$ cat config.mk
export PLATFORM = sky130hd
export DESIGN_NAME = aes_uart_sequencer
export DESIGN_NICKNAME = d
export VERILOG_FILES = /design/src/rtl/aes_seq_pkg.sv /design/src/rtl/aes_seq_decode.sv /design/src/rtl/aes_uart_sequencer.sv
export SDC_FILE = /design/constraint.sdc
export NUM_CORES = 1
export LEC_CHECK = 0
export ABC_AREA = 0
export CAP_MARGIN = 0
export CORE_ASPECT_RATIO = 0.5
export CORE_MARGIN = 3
export CORE_UTILIZATION = 30
export CTS_CLUSTER_SIZE = 25
export DETAILED_ROUTE_END_ITERATION = 7
export GPL_ROUTABILITY_DRIVEN = 0
export PLACE_DENSITY_LB_ADDON = 0.3
export SLEW_MARGIN = 15
export SYNTH_ARGS = -nofsm -noshare
export SYNTH_HDL_FRONTEND = slang
export SYNTH_SLANG_ARGS = --single-unit
$ cat constraint.sdc
create_clock -name clk -period 2.89 [get_ports clk]
set_clock_uncertainty 0.2 [all_clocks]
set_input_delay 0.4335 -clock clk [delete_from_list [all_inputs] [get_ports clk]]
set_output_delay 0.4335 -clock clk [all_outputs]
set_load 0.05 [all_outputs]
$ cat src/rtl/aes_seq_pkg.sv
// Shared constants, state/opcode enums and frame helpers for the AES UART sequencer.
package aes_seq_pkg;

    localparam int FRAME_W   = 144;
    localparam int PAYLOAD_W = 128;

    localparam logic [7:0] OP_CONST    = 8'h41;  // "A"
    localparam logic [7:0] OP_SET_KEY  = 8'h43;  // "C"
    localparam logic [7:0] OP_SET_TEXT = 8'h44;  // "D"
    localparam logic [7:0] OP_GET_KEY  = 8'h61;  // "a"
    localparam logic [7:0] OP_GET_TEXT = 8'h62;  // "b"
    localparam logic [7:0] OP_GET_RES  = 8'h40;  // "@"
    localparam logic [7:0] OP_ENCRYPT  = 8'h45;  // "E"

    localparam logic [7:0] ST_OK      = 8'h4B;   // "K"
    localparam logic [7:0] ST_BAD     = 8'h58;   // "X"
    localparam logic [7:0] ST_TIMEOUT = 8'h54;   // "T"

    localparam logic [PAYLOAD_W-1:0] CONST_PAYLOAD = 128'h30313233343536373839414243444546;

    typedef enum logic [2:0] {
        S_IDLE     = 3'd0,
        S_DECODE   = 3'd1,
        S_AES_LD   = 3'd2,
        S_AES_WAIT = 3'd3,
        S_RESP     = 3'd4,
        S_TX_WAIT  = 3'd5
    } state_e;

    typedef enum logic [2:0] {
        OPC_CONST    = 3'd0,
        OPC_SET_KEY  = 3'd1,
        OPC_SET_TEXT = 3'd2,
        OPC_GET_KEY  = 3'd3,
        OPC_GET_TEXT = 3'd4,
        OPC_GET_RES  = 3'd5,
        OPC_ENCRYPT  = 3'd6,
        OPC_BAD      = 3'd7
    } op_class_e;

    function automatic logic [FRAME_W-1:0] make_resp(input logic [7:0]           status,
                                                     input logic [PAYLOAD_W-1:0] payload,
                                                     input logic [7:0]           opcode);
        return {status, payload, opcode};
    endfunction

endpackage

$ cat src/rtl/aes_seq_decode.sv
// Frame validation and opcode classification: a frame is only usable when its
// trailer byte repeats the opcode and the opcode is one the sequencer knows.
module aes_seq_decode
    import aes_seq_pkg::*;
#(
    parameter int FRAME_BYTES = FRAME_W / 8
) (
    input  logic [FRAME_BYTES*8-1:0] i_frame,
    output logic [7:0]               o_opcode,
    output logic [PAYLOAD_W-1:0]     o_payload,
    output op_class_e                o_class
);

    logic [7:0] w_trailer;

    assign o_opcode  = i_frame[7:0];
    assign o_payload = i_frame[PAYLOAD_W+7:8];
    assign w_trailer = i_frame[FRAME_BYTES*8-1 -: 8];

    // classify the opcode, collapsing trailer mismatches into the bad class
    always_comb begin
        o_class = OPC_BAD;
        if (w_trailer != o_opcode) begin
            o_class = OPC_BAD;
        end else begin
            case (o_opcode)
                OP_CONST:    o_class = OPC_CONST;
                OP_SET_KEY:  o_class = OPC_SET_KEY;
                OP_SET_TEXT: o_class = OPC_SET_TEXT;
                OP_GET_KEY:  o_class = OPC_GET_KEY;
                OP_GET_TEXT: o_class = OPC_GET_TEXT;
                OP_GET_RES:  o_class = OPC_GET_RES;
                OP_ENCRYPT:  o_class = OPC_ENCRYPT;
                default:     o_class = OPC_BAD;
            endcase
        end
    end

endmodule

$ cat src/rtl/aes_uart_sequencer.sv
// Command sequencer between a UART frame interface and an AES core.
// Optional AES_SEQ_TIMEOUT_EN adds a watchdog on the cipher wait.
module aes_uart_sequencer
    import aes_seq_pkg::*;
#(
    parameter int FRAME_BYTES    = FRAME_W / 8,
    parameter int TIMEOUT_CYCLES = 64
) (
    input  logic                     clk,
    input  logic                     rst,
    input  logic [FRAME_BYTES*8-1:0] rx_frame,
    input  logic                     rx_valid,
    output logic [FRAME_BYTES*8-1:0] tx_frame,
    output logic                     tx_send,
    input  logic                     tx_busy,
    output logic [PAYLOAD_W-1:0]     aes_key,
    output logic [PAYLOAD_W-1:0]     aes_text,
    output logic                     aes_ld,
    input  logic                     aes_done,
    input  logic [PAYLOAD_W-1:0]     aes_result,
    output logic                     busy,
    output logic [7:0]               drop_cnt
);

    state_e                   r_state;
    state_e                   w_state_nxt;
    logic [FRAME_BYTES*8-1:0] r_frame;
    logic [PAYLOAD_W-1:0]     r_aes_key;
    logic [PAYLOAD_W-1:0]     r_aes_text;
    logic [PAYLOAD_W-1:0]     r_result;
    logic [FRAME_BYTES*8-1:0] r_resp;
    logic [FRAME_BYTES*8-1:0] r_tx_frame;
    logic                     r_tx_send;
    logic                     r_aes_ld;
    logic                     r_busy;
    logic [7:0]               r_drop_cnt;
    logic                     r_seen_busy;
    logic                     r_txw_cnt;

    logic [7:0]               w_opcode;
    logic [PAYLOAD_W-1:0]     w_payload;
    op_class_e                w_class;
    logic                     w_drop;
    logic                     w_drop_inc;
    logic                     w_timeout;

    aes_seq_decode #(.FRAME_BYTES(FRAME_BYTES)) u_decode (
        .i_frame   (r_frame),
        .o_opcode  (w_opcode),
        .o_payload (w_payload),
        .o_class   (w_class)
    );

`ifdef AES_SEQ_TIMEOUT_EN
    localparam int TO_W = $clog2(TIMEOUT_CYCLES + 1);
    logic [TO_W-1:0] r_to_cnt;

    // count cycles spent waiting for the cipher; cleared whenever we leave the wait
    always_ff @(posedge clk or negedge rst) begin
        if (!rst) begin
            r_to_cnt <= {TO_W{1'b0}};
        end else if (r_state == S_AES_WAIT) begin
            r_to_cnt <= r_to_cnt + {{(TO_W-1){1'b0}}, 1'b1};
        end else begin
            r_to_cnt <= {TO_W{1'b0}};
        end
    end

    assign w_timeout = (r_state == S_AES_WAIT) && !aes_done &&
                       (r_to_cnt == TO_W'(TIMEOUT_CYCLES - 1));
`else
    logic w_unused_timeout;
    assign w_timeout        = 1'b0;
    assign w_unused_timeout = (TIMEOUT_CYCLES > 0);
`endif

    assign w_drop     = rx_valid && (r_state != S_IDLE);
    assign w_drop_inc = w_drop || ((r_state == S_DECODE) && (w_class == OPC_BAD)) || w_timeout;

    // next-state selection
    always_comb begin
        w_state_nxt = r_state;
        case (r_state)
            S_IDLE: begin
                if (rx_valid) w_state_nxt = S_DECODE;
                else          w_state_nxt = S_IDLE;
            end
            S_DECODE: begin
                if (w_class == OPC_ENCRYPT) w_state_nxt = S_AES_LD;
                else                        w_state_nxt = S_RESP;
            end
            S_AES_LD: w_state_nxt = S_AES_WAIT;
            S_AES_WAIT: begin
                if (aes_done || w_timeout) w_state_nxt = S_RESP;
                else                       w_state_nxt = S_AES_WAIT;
            end
            S_RESP: begin
                if (!tx_busy) w_state_nxt = S_TX_WAIT;
                else          w_state_nxt = S_RESP;
            end
            S_TX_WAIT: begin
                // leave after a busy high->low handshake, or after two quiet cycles
                if (!tx_busy && (r_seen_busy || r_txw_cnt)) w_state_nxt = S_IDLE;
                else                                        w_state_nxt = S_TX_WAIT;
            end
            default: w_state_nxt = S_IDLE;
        endcase
    end

    // state, datapath registers and registered outputs
    always_ff @(posedge clk or negedge rst) begin
        if (!rst) begin
            r_state     <= S_IDLE;
            r_frame     <= {(FRAME_BYTES*8){1'b0}};
            r_aes_key   <= {PAYLOAD_W{1'b0}};
            r_aes_text  <= {PAYLOAD_W{1'b0}};
            r_result    <= {PAYLOAD_W{1'b0}};
            r_resp      <= {(FRAME_BYTES*8){1'b0}};
            r_tx_frame  <= {(FRAME_BYTES*8){1'b0}};
            r_tx_send   <= 1'b0;
            r_aes_ld    <= 1'b0;
            r_busy      <= 1'b0;
            r_drop_cnt  <= 8'd0;
            r_seen_busy <= 1'b0;
            r_txw_cnt   <= 1'b0;
        end else begin
            r_state   <= w_state_nxt;
            r_busy    <= (w_state_nxt != S_IDLE);
            r_aes_ld  <= (w_state_nxt == S_AES_LD);
            r_tx_send <= (r_state == S_RESP) && !tx_busy;
            if (w_drop_inc && (r_drop_cnt != 8'hFF)) begin
                r_drop_cnt <= r_drop_cnt + 8'd1;
            end
            case (r_state)
                S_IDLE: begin
                    if (rx_valid) r_frame <= rx_frame;
                end
                S_DECODE: begin
                    case (w_class)
                        OPC_CONST:    r_resp <= make_resp(ST_OK, CONST_PAYLOAD, w_opcode);
                        OPC_SET_KEY: begin
                            r_aes_key <= w_payload;
                            r_resp    <= make_resp(ST_OK, w_payload, w_opcode);
                        end
                        OPC_SET_TEXT: begin
                            r_aes_text <= w_payload;
                            r_resp     <= make_resp(ST_OK, w_payload, w_opcode);
                        end
                        OPC_GET_KEY:  r_resp <= make_resp(ST_OK, r_aes_key, w_opcode);
                        OPC_GET_TEXT: r_resp <= make_resp(ST_OK, r_aes_text, w_opcode);
                        OPC_GET_RES:  r_resp <= make_resp(ST_OK, r_result, w_opcode);
                        OPC_ENCRYPT:  r_resp <= r_resp;
                        default:      r_resp <= make_resp(ST_BAD, {PAYLOAD_W{1'b0}}, w_opcode);
                    endcase
                end
                S_AES_WAIT: begin
                    if (aes_done) begin
                        r_result <= aes_result;
                        r_resp   <= make_resp(ST_OK, aes_result, w_opcode);
                    end else if (w_timeout) begin
                        r_resp   <= make_resp(ST_TIMEOUT, {PAYLOAD_W{1'b0}}, w_opcode);
                    end
                end
                S_RESP: begin
                    r_tx_frame  <= r_resp;
                    r_seen_busy <= 1'b0;
                    r_txw_cnt   <= 1'b0;
                end
                S_TX_WAIT: begin
                    if (tx_busy) r_seen_busy <= 1'b1;
                    r_txw_cnt <= 1'b1;
                end
                default: begin
                    r_txw_cnt <= r_txw_cnt;
                end
            endcase
        end
    end

    assign tx_frame = r_tx_frame;
    assign tx_send  = r_tx_send;
    assign aes_key  = r_aes_key;
    assign aes_text = r_aes_text;
    assign aes_ld   = r_aes_ld;
    assign busy     = r_busy;
    assign drop_cnt = r_drop_cnt;

endmodule

# Word level (Yosys, flattened, before mapping)

Cells that the tools add are included.
W data, S select, Z words.

Multipliers: 0
Shift operators: 0
$add $sub $neg: 1
Eq/ne operators: 25
Reduce and logical (&&, ||, !) cells: 21
Div/mod/pow operators: 0
Magnitude comparators: 0
Bitwise operators: 0
Mux-type cells: 14

Operators with widths:

| operator              | count |
|---|---|
| $pmux W144 S6         | 1 |
| $pmux W144 S2         | 1 |
| $mux W144             | 1 |
| $eq A8 B7 Y1 const B  | 7 |
| $pmux W3 S7           | 1 |
| $eq A3 B3 Y1 const B  | 6 |
| $pmux W3 S6           | 1 |
| $eq A3 B2 Y1 const B  | 5 |
| $mux W3               | 4 |
| $reduce_and A2 Y1     | 5 |
| $add A8 B1 Y8 const B | 1 |
| $ne A8 B8 Y1          | 1 |
| $ne A8 B8 Y1 const B  | 1 |
| $eq A3 B1 Y1 const B  | 2 |
| $logic_not A3 Y1      | 2 |
| $ne A2 B2 Y1 const B  | 3 |
| $reduce_bool A3 Y1    | 2 |
| $logic_and A1 B1 Y1   | 5 |
| $pmux W1 S2           | 2 |
| $reduce_bool A2 Y1    | 2 |
| $mux W1               | 3 |
| $reduce_and A3 Y1     | 1 |
| $logic_or A1 B1 Y1    | 2 |
| $reduce_or A2 Y1      | 1 |
| $logic_not A1 Y1      | 1 |

Memories: 0
Flip-flop bits (word level): 832
Output and inout port bits: 411
Bits in read-only memories: 0
Logic and storage cells: 74
Latch bits: 0
RAM bits: 0

# Logic depth before layout (Yosys ltp)

Word-level depth: 7
Gate-level depth with buffers: 10
Depth with buffers taken out: 6

# Hierarchy

A second synthesis with hierarchy kept.

Cell total of the unflattened synthesis: 3,223
Area total of the unflattened synthesis: 37,977.7 um2

Modules (own cells, without submodules):

| module             | cells each | instances | area each (um2) |
|---|---|---|---|
| aes_uart_sequencer | 3,066      | 1         | 36,807.8 |
| aes_seq_decode     | 157        | 1         | 1,169.9 |

# Worst setup path after synthesis

OpenSTA, ideal clock, no wires.

Path kind: register -> register
From: register r_frame[3]
To: register r_aes_text[107], in the netlist aes_text[107]
Cell stages (with the launch flop): 10
Arrival time: 2,493 ps
Clock period less this slack: 2,818 ps
Buffers on the path: 5
Library setup time: 125 ps
Setup slack: 72 ps
Required time: 2,565 ps
Path through: dfrtp_1 -> or4b_1 -> buf_2 -> or3_1 -> buf_2 -> buf_6 -> nand3_1 -> buf_2 -> buf_2 -> mux2_2

Cells in the longest elaborated chain, start to end: 5
Elaborated cells on any way between the ends: 12
Classes of those cells: eq/ne: 9; mux: 2; reduce/logical: 1

Ends and longest elaborated chain:

| element                         | RTL line                  | source |
|---|---|---|
| from (decl)                     | aes_uart_sequencer.sv:27  | `logic [FRAME_BYTES*8-1:0] r_frame;` |
| from (signal assigned)          | aes_uart_sequencer.sv:114 | `r_frame <= {(FRAME_BYTES*8){1'b0}};` |
| from (signal assigned)          | aes_uart_sequencer.sv:136 | `if (rx_valid) r_frame <= rx_frame;` |
| $eq A8 B7 Y1                    | aes_seq_decode.sv:26      | `case (o_opcode)` |
| $pmux W3 S7                     | aes_seq_decode.sv:26      |  |
| $mux W3 (*)                     | aes_seq_decode.sv:23      | `if (w_trailer != o_opcode) begin` |
| $eq A3 B2 Y1 (*)                | aes_uart_sequencer.sv:139 | `case (w_class)` |
| $reduce_and A2 Y1 (no line) (*) | -                         |  |
| to (signal assigned)            | aes_uart_sequencer.sv:116 | `r_aes_text <= {PAYLOAD_W{1'b0}};` |
| to (signal assigned)            | aes_uart_sequencer.sv:146 | `r_aes_text <= w_payload;` |
| to (decl)                       | aes_uart_sequencer.sv:29  | `logic [PAYLOAD_W-1:0] r_aes_text;` |

Mark *: on every way between the ends. The rest lies on a longest branch, timed or not.
A chain may end at the register's enable or synchronous reset.

# Worst setup path in the final report

From: register r_frame[4]
To: register r_resp[76]

Cells in the longest elaborated chain, start to end: 7
Elaborated cells on any way between the ends: 22
Classes of those cells: eq/ne: 15; mux: 4; reduce/logical: 3

Ends and longest elaborated chain:

| element                                      | RTL line                  | source |
|---|---|---|
| $eq A8 B7 Y1                                 | aes_seq_decode.sv:26      |  |
| $pmux W3 S7                                  | aes_seq_decode.sv:26      |  |
| $mux W3 (*)                                  | aes_seq_decode.sv:23      |  |
| $eq A3 B2 Y1 or $eq A3 B1 Y1 (tied branches) | aes_uart_sequencer.sv:139 |  |
| $reduce_or A2 Y1 (no line)                   | -                         |  |
| $pmux W144 S6                                | aes_uart_sequencer.sv:139 |  |
| $pmux W144 S2                                | aes_uart_sequencer.sv:134 | `case (r_state)` |
| to (signal assigned)                         | aes_uart_sequencer.sv:140 | `OPC_CONST: r_resp <= make_resp(ST_OK, CONST_PAYLOAD, w_opcode);` |
| to (signal assigned)                         | aes_uart_sequencer.sv:143 | `r_resp <= make_resp(ST_OK, w_payload, w_opcode);` |
| to (signal assigned)                         | aes_uart_sequencer.sv:147 | `r_resp <= make_resp(ST_OK, w_payload, w_opcode);` |
| to (decl)                                    | aes_uart_sequencer.sv:31  | `logic [FRAME_BYTES*8-1:0] r_resp;` |

Mark *: on every way between the ends. The rest lies on a longest branch, timed or not. The select of a mux whose other input is x is not followed.

==> impl_metrics.py <==
metrics = {
    "cts": {
        "cts_tree": "built",
        "numCtsBuffers": 80,
        "cts.path.max_buffers": 3,
        "numClockSinks": 822,
        "path_clk_slew_ps": 70,
        "h-tree-depth": 3,
        "insertion_delay_ps": 690,
        "cts-root-buf": "clkbuf_16",
    },
    "placement": {
        "post-place-ws_ps": -44.01,
        "post-dp-hpwl_microns": 82970,
        "place_inst": 4491,
        "io_buffers": 684,
        "place_area_sq_mm": 0.04367,
    },
    "detailed_routing": {
        "viasPerCell": 5.237,
        "first_iter_violations": 2240,
        "route.detailed.drc": 0,
        "vias": 24710,
        "wl_microns": 128700,
        "ant_nets": 0,
        "first_pass_iters": 8,
        "wl_per_cell_microns": 27.27,
    },
    "timing": {
        "setup_tns_ps": 0,
        "finalSetupViolCount": 0,
        "slew_viol_final": 0,
        "fin_crit_sh_pct": 98.57,
        "fin_ws_ps": 41.19,
        "holdWs_ps": 40.45,
        "max_freq_mhz": 351.0,
        "worstMarginPinSlew_ps": 687.6,
        "rsz0062_at_grt": "true",
        "hold_viol_final": 0,
        "slew_headroom_pct": 54.02,
        "min_period_ps": 2849,
    },
    "setup_path": {
        "rrSetupSlack_ps": 40,
        "rr_worst_depth": 12,
        "startpoint_type": "register",
        "end_kind": "register",
        "arrival_ps": 3230,
        "critPathMaxFanout": 6,
        "timing.rr.end": "r_resp[76]",
        "required_ps": 3270,
        "r2r_start": "r_frame[4]",
        "crit_type": "reg -> reg",
    },
    "finish": {
        "layout-drive-gt1-share_pct": 34.13,
        "fin_area_sq_mm": 0.04767,
        "final_cell_mix": "dfrtp_1, mux2_2, clkdlybuf4s50_1",
        "nets": 3405,
        "layoutNonFillerInstCount": 4718,
        "postLayoutCoreUtil_pct": 42.85,
        "final_common_cell": "dfrtp_1",
        "area_delta_synth_final_pct": 40.34,
    },
    "grt": {
        "grt_pass1_vias": 25070,
        "antenna_found_initial": 39,
        "grtUsageTotal_pct": 20.21,
        "grt_pass1_wl_microns": 177200,
        "grt-ovfl-total": 0,
        "grt_max_degree": 105,
    },
    "pwr": {
        "power.leakage_nw": 20.82,
        "power_mw": 37.23,
        "vdd_drop_max_v": 0.0004785,
        "p_per_area_mw_per_mm2": 781.0,
    },
    "yosys": {
        "yosysSeqAreaShare_pct": 60.56,
        "synth-main-ff-cell": "dfrtp_1",
        "ys_async_sr_fraction_pct": 100.0,
        "synthCells": 2375,
        "ys_ff_latch": 822,
        "netlist_area_sq_mm": 0.03397,
        "yosys_warnings": 0,
        "synth-edff-count": 0,
        "syn_area_per_cell_sq_um": 14.30,
        "ys_types": 50,
    },
    "floorplan": {
        "die_h_microns": 243.9,
        "core_area_sq_mm": 0.1113,
        "die_x_microns": 481.9,
        "num_io_pins": 688,
        "rows": 86,
        "start_util_pct": 30.53,
        "die_area_sq_mm": 0.1175,
    },
    "outcome": {
        "status": "completed",
    },
    "hold_path": {
        "hold_class": "in -> async",
    },
    "job": {
        "cap_violations": 0,
    },
}
==> cell usage after synthesis, types with 2 or more instances <==
cell type,number,share of area (%)
and2_1,4,0.074
mux2_2,736,24
nor2_1,64,0.71
o21ai_1,12,0.18
nor4_2,2,0.074
nor3_1,54,0.80
nand2_1,38,0.42
mux2_4,9,0.40
buf_1,9,0.099
a21o_1,2,0.044
xnor2_1,8,0.21
a211oi_1,51,1.1
buf_4,5,0.11
a21oi_1,6,0.088
nand3_1,3,0.044
xor2_1,8,0.21
buf_6,2,0.066
nand4_1,6,0.11
dfrtp_1,822,61
a222oi_1,78,2.3
a22oi_1,128,2.8
buf_2,45,0.66
a221oi_1,50,1.3
nor4_1,4,0.074
clkbuf_1,127,1.4
o21ai_0,70,1.0
nor4b_1,2,0.052
nor2b_1,2,0.037
nor4bb_1,3,0.088
inv_1,5,0.055
==> state kept, by name, indices dropped and copies added (netlist names) <==
name,flops
r_txw_cnt,1
r_seen_busy,1
tx_frame,139
aes_text,128
tx_send,1
r_state,3
r_resp,139
drop_cnt,8
r_frame,144
aes_key,128
aes_ld,1
r_result,128
busy,1
==> power by group <==
part           internal (mW)  leakage (nW)  switching [mW]
combinational           4.62          8.53            5.91
clock                   6.59          1.38            4.87
sequential              13.5          10.9            1.70
total                   24.7          20.8            12.5
==> cells by family after synthesis <==
family	Yosys count	synth area share, %
multiplexers	746	24.83
adder cells (fa/ha/maj)	1	0.03683
AND/OR/NAND/NOR	192	2.704
flip-flops	822	60.56
XOR/XNOR	16	0.4126
other	1	0.01104
AO/OA/AOI/OAI	404	9.050
buffers and inverters	193	2.398
==> per-layer routing <==
metal | global-route usage, % | share of wire (%)
met3 | 3.711 | 5.5
met4 | 8.754 | 4.1
met5 | 0 | 0.039
met1 | 24.36 | 39
met2 | 35.35 | 51
==> final cells by class <==
cell class,count,area [sq um]
flip-flops and latches,822,20570
multi-input cells,1362,12900
inverters,5,18.77
repair buffers,856,9413
fillers,10140,63590
clock buffers,115,2344
clock inverters,31,474.2
well taps,1496,1872
diodes,31,77.57
==> critical path, stage by stage (launching register included) <==
cell and delay [ps]:
dfrtp_1 390, buf_6 130, xor2_2 170, nor4bb_1 290, buf_4 200, nand2_8 80, nor4_4 300, buf_4 160
buf_6 130, buf_12 160, clkbuf_16 190, a221oi_1 90, a211oi_1 240
==> worst max-delay path by stage <==
stage	startpoint	endpoint	slack [ps]
final	r_frame[4]	r_resp[76]	40
after CTS	r_frame[1]	aes_text[63]	10
after global placement	r_frame[3]	r_resp[48]	-20
after global routing	r_frame[4]	r_resp[83]	-50
after detailed placement	r_frame[3]	r_resp[77]	-40
after floorplan	r_frame[3]	aes_text[107]	70
==> timing repair <==
action / 4_1_cts / 5_1_grt
setup endpoints to repair: 72 / 281
endpoints found under the hold margin: 388 / 0
gates cloned: 0 / 23
pin swaps: 3 / 23
setup buffers: 1 / 25
resized for setup: 4 / 61
hold buffers: 1 / 0
Note: power is estimated with default switching activity, not from simulation.
